<file path="src/rtl/pc_unit.sv">
// Program counter and fetch sequencer: resolves branches, drives the
// instruction-memory word index and tracks run/halt and issued fetches.
module pc_unit #(
  parameter logic [31:0] RESET_PC = 32'h0000_0000
) (
  input  logic        clk,
  input  logic        rst_n,
  input  logic        stall,
  input  logic        halt_req,
  input  logic [2:0]  br_op,
  input  logic        eq,
  input  logic        sl,
  input  logic        slu,
  input  logic [31:0] br_target,
  output logic [31:0] next_pc,
  output logic [7:0]  fetch_addr,
  output logic [31:0] pc,
  output logic        fetch_valid,
  output logic        flush,
  output logic        halted,
  output logic [31:0] fetch_count
);

  typedef enum logic {
    RUN  = 1'b0,
    HALT = 1'b1
  } state_t;

  state_t      state_reg;
  logic [31:0] pc_reg;
  logic [31:0] count_reg;
  logic        fetch_valid_reg;

  logic [31:0] pc_next;
  logic        taken;
  logic        misaligned;
  logic        redirect;
  logic        enter_halt;
  logic        advance;

  always_comb begin
    taken = 1'b0;
    case (br_op)
      3'b001:  taken = eq;
      3'b010:  taken = !eq;
      3'b011:  taken = sl;
      3'b100:  taken = !sl;
      3'b101:  taken = slu;
      3'b110:  taken = !slu;
      3'b111:  taken = 1'b1;
      default: taken = 1'b0;
    endcase
  end

  assign misaligned = (br_target[1:0] != 2'b00);
  assign redirect   = taken && !misaligned;

  // A misaligned taken target traps: the core halts instead of fetching it.
  assign enter_halt = (state_reg == RUN) &&
                      ((taken && misaligned) || (halt_req && !redirect));
  assign advance    = (state_reg == RUN) && !enter_halt && (!stall || redirect);

  always_comb begin
    pc_next = pc_reg + 32'd4;
    if (!rst_n)                   pc_next = RESET_PC;
    else if (state_reg == HALT)   pc_next = pc_reg;
    else if (taken && misaligned) pc_next = pc_reg;
    else if (taken)               pc_next = br_target;
    else if (halt_req)            pc_next = pc_reg;
    else if (stall)               pc_next = pc_reg;
  end

  always_ff @(posedge clk or negedge rst_n) begin
    if (!rst_n) begin
      state_reg       <= RUN;
      pc_reg          <= RESET_PC;
      fetch_valid_reg <= 1'b0;
      count_reg       <= 32'd0;
    end else if (state_reg == RUN) begin
      pc_reg <= pc_next;
      if (enter_halt) begin
        state_reg       <= HALT;
        fetch_valid_reg <= 1'b0;
      end else if (!stall || redirect) begin
        fetch_valid_reg <= 1'b1;
      end
      if (advance && (count_reg != 32'hFFFF_FFFF)) begin
        count_reg <= count_reg + 32'd1;
      end
    end
  end

  assign next_pc     = pc_next;
  assign fetch_addr  = pc_next[9:2];
  assign pc          = pc_reg;
  assign fetch_valid = fetch_valid_reg;
  assign flush       = rst_n && taken && (state_reg == RUN);
  assign halted      = (state_reg == HALT);
  assign fetch_count = count_reg;

endmodule

</file>
<file path="config.mk">
export PLATFORM = sky130hd
export DESIGN_NAME = pc_unit
export DESIGN_NICKNAME = d
export VERILOG_FILES = /design/src/rtl/pc_unit.sv
export SDC_FILE = /design/constraint.sdc
export NUM_CORES = 1
export LEC_CHECK = 0
export CAP_MARGIN = 10
export CORE_AREA = 2 2 98 100
export DETAILED_ROUTE_END_ITERATION = 16
export DIE_AREA = 0 0 100 102
export GPL_TIMING_DRIVEN = 0
export PLACE_DENSITY = 0.94
export SKIP_CTS_REPAIR_TIMING = 1
export SYNTH_ARGS = -nofsm -noshare
export SYNTH_HDL_FRONTEND = slang
export SYNTH_SLANG_ARGS = --single-unit
</file>
<file path="constraint.sdc">
create_clock -name clk -period 5.33 [get_ports clk]
set_input_delay 0.7995 -clock clk [delete_from_list [all_inputs] [get_ports clk]]
set_output_delay 0.7995 -clock clk [all_outputs]
set_load 0.02 [all_outputs]
</file>
==> metrics.cfg <==
[pwr]
power.density_mw_per_mm2 = 192.4
power.leakage_nw = 2.564
vdd_drop_max_mv = 0.1291

[placed_design]
dp_hpwl_mm = 12.49
gp_congestion = 1.006
place_area_mm2 = 0.006132
dp.cells = 796
port_buffers = 147

[floorplanning]
initial_utilization_pct = 49.67
core_mm2 = 0.009109
num_rows = 35
die_area_mm2 = 0.01020
die_w_um = 100
ios = 149
die_y_um = 102

[clock_tree]
cts_buffers = 9
cts_buffer_depth = 2
cts_tree = done
htree_levels = 3
clock_latency_ps = 360
clk_pin_slew_ps = 70
cts_root_buf = clkbuf_8
cts.sinks = 66

[worst_hold_path]
hold_path_class = reg2reg
holdPathStages = 1
hold_end = fetch_count[31]
worstHoldStart = fetch_count[31]

[global_routing]
grt_overflow = 0
grt_pass1_wl_mm = 26.48
track_usage_pct = 33.62
grt_max_degree = 68
grt_pass1_vias = 5069
antenna_found_initial = 0

[worst_setup_path]
rr_worst_depth = 7
r2r_slack_ps = 2560
crit_chain = clkdlybuf4s50_1, a22o_1, a221o_1, buf_6, o21ai_2, nor2_1, a2111oi_0, buf_4, clkdlybuf4s50_1
cp_slowest_cell = a2111oi_0
cp-start-kind = input pin
critPathKind = in2out
worstPathRequired_ps = 4530
cp_max_fo = 10
crit_family = compound AO/OA/AOI/OAI gates
max_stage_delay_ps = 900
path_buf_inv = 4
arrival_ps = 4530
crit_top_cell = clkdlybuf4s50_1
end_kind = output port
reg2reg_from = pc[2]
worstReg2RegEnd = pc[26]

[synthesis]
synth-seq-area-share_pct = 36.50
async_flop_share_pct = 100.0
synthCells = 538
syn-num-nets = 582
synth_top_flop_cell = dfrtp_1
ys_warn_count = 0
synth.ff_latch_count = 66
syn_area_per_cell_um2 = 8.410
ys_types = 81
synth-edff-count = 0
synth_area_mm2 = 0.004524

[sta]
finalCriticalPeriod_ps = 5334
worstMarginPinSlew_ps = 1028
finalHoldViolCount = 0
worst_slack_ps = -3.504
setup_viol = 1
post-route-period-util_pct = 100.1
relSlewSlack_pct = 29.69
fmax_ghz = 0.1875
rsz0062_at_grt = no
fin_skew_ps = 22.82
final-max-slew-violation-count = 0

[routing]
viasPerCell = 6.391
totalWireLength_mm = 17.38
routedWlPerCell_um = 21.43
drtIter0Drc = 565
ant_nets = 0
dr.pass1.iters = 5
post-route-drc-count = 0
via_count = 5183

[cells_and_area]
syn2layout_area_growth_pct = 40.82
finalNonFillerCells = 811
num-nets-final = 740
regArea_mm2 = 0.001652
diodes = 0
final_area_mm2 = 0.006371
multi_input_area_mm2 = 0.002638
final_layout_size_suffix_gt1_share_pct = 8.143
fillerInstances = 738

[outcome]
status = finished, violations left
failed_checks = setup timing

[run]
maxCapViolations = 0

## cells in the mapped netlist (4+ instances only)
| library cell | count | area [um^2] |
|---|---|---|
| or4_1 | 4 | 30.03 |
| dfrtp_1 | 66 | 1652 |
| o21ai_1 | 4 | 20.02 |
| and3_1 | 13 | 81.33 |
| buf_4 | 9 | 67.56 |
| nand4_1 | 19 | 118.9 |
| or3_1 | 7 | 43.79 |
| a22o_1 | 4 | 35.03 |
| o221a_2 | 4 | 45.04 |
| nor2b_1 | 7 | 43.79 |
| o21a_1 | 4 | 30.03 |
| o21ai_0 | 28 | 140.1 |
| inv_1 | 12 | 45.04 |
| nor4_1 | 7 | 43.79 |
| nor3_1 | 29 | 145.1 |
| nor2_1 | 52 | 195.2 |
| buf_2 | 8 | 40.04 |
| clkbuf_1 | 14 | 52.55 |
| xor2_1 | 18 | 157.7 |
| nand3_1 | 19 | 95.09 |
| xnor2_1 | 17 | 148.9 |
| a31oi_1 | 8 | 50.05 |
| nand2_1 | 59 | 221.5 |
| a21o_1 | 5 | 37.54 |
| a21oi_1 | 30 | 150.1 |
| o22ai_1 | 5 | 31.28 |
## final cells by class
class,count,share of cell area (%)
plain buffers,34,2.926
clock buffers,9,1.944
clock inverters,6,1.807
inverters,13,0.7659
multi-input cells,425,41.40
flip-flops and latches,66,25.92
well taps,111,2.180
repair buffers,147,23.06
## layer usage
layer | global-route usage [%] | up-vias | wire length [um]
li1 | - | 2298 | -
met2 | 58.32 | 400 | 8155
met4 | 15.07 | 0 | 571
met1 | 40.63 | 2425 | 6577
met3 | 6.908 | 60 | 2074
met5 | 0 | - | 0
## power by group
group	internal [mW]	switching (mW)
Clock	0.311	0.223
Combinational	0.0757	0.0995
Sequential	0.507	0.00965
Total	0.893	0.332
## cell families after synthesis
kind of cell / after synthesis / synth area share [%]
buf+inv: 47 / 5.199
flops: 66 / 36.50
xor+xnor: 36 / 7.135
mux: 6 / 1.410
fa+ha+maj: 2 / 0.5530
compound gates: 137 / 21.07
simple gates: 244 / 28.13
## placed cells by master, fill, tap and decap left out, types with 5 or more instances in the layout
cell type	n
o21ai_0	28
nor4_1	7
a21oi_1	30
a21o_1	5
nor2_1	52
or3_1	7
nand2_1	59
buf_2	8
nor3_1	29
and3_1	13
inv_1	12
xnor2_1	17
clkbuf_8	9
clkdlybuf4s50_1	146
a31oi_1	8
clkbuf_1	14
nand3_1	19
buf_4	10
dfrtp_1	66
nand4_1	19
nor2b_1	7
o22ai_1	5
xor2_1	18
## worst max path at each step
stage             start  slack [ps]          to  cells after the start
6_report       br_op[1]          -4  next_pc[9]                      9
5_1_grt        br_op[1]          80  next_pc[9]                      9
4_1_cts        br_op[1]         200  next_pc[9]                      9
3_5_place_dp   br_op[1]         190  next_pc[9]                      9
3_3_place_gp      rst_n       -1410  next_pc[9]                      6
2_1_floorplan  br_op[2]        1000  next_pc[9]                      8
## metrics by stage
stage | TNS [ps] | hold slack [ps] | utilization (%) | setup WS, ps | power [mW]
2_1_floorplan | 0 | 503.9 | - | 996.9 | 0.6020
3_3_place_gp | -40850 | 476.7 | 67.35 | -1409 | 0.6954
3_5_place_dp | 0 | 473.8 | 67.32 | 193.9 | 0.6969
4_1_cts | 0 | 488.1 | 69.95 | 195.5 | 1.218
5_1_grt | 0 | 510.2 | 69.95 | 84.68 | 1.252
6_report | -3.504 | 489.2 | 69.95 | -3.504 | 1.226
Power figures use the tool's default switching activity.
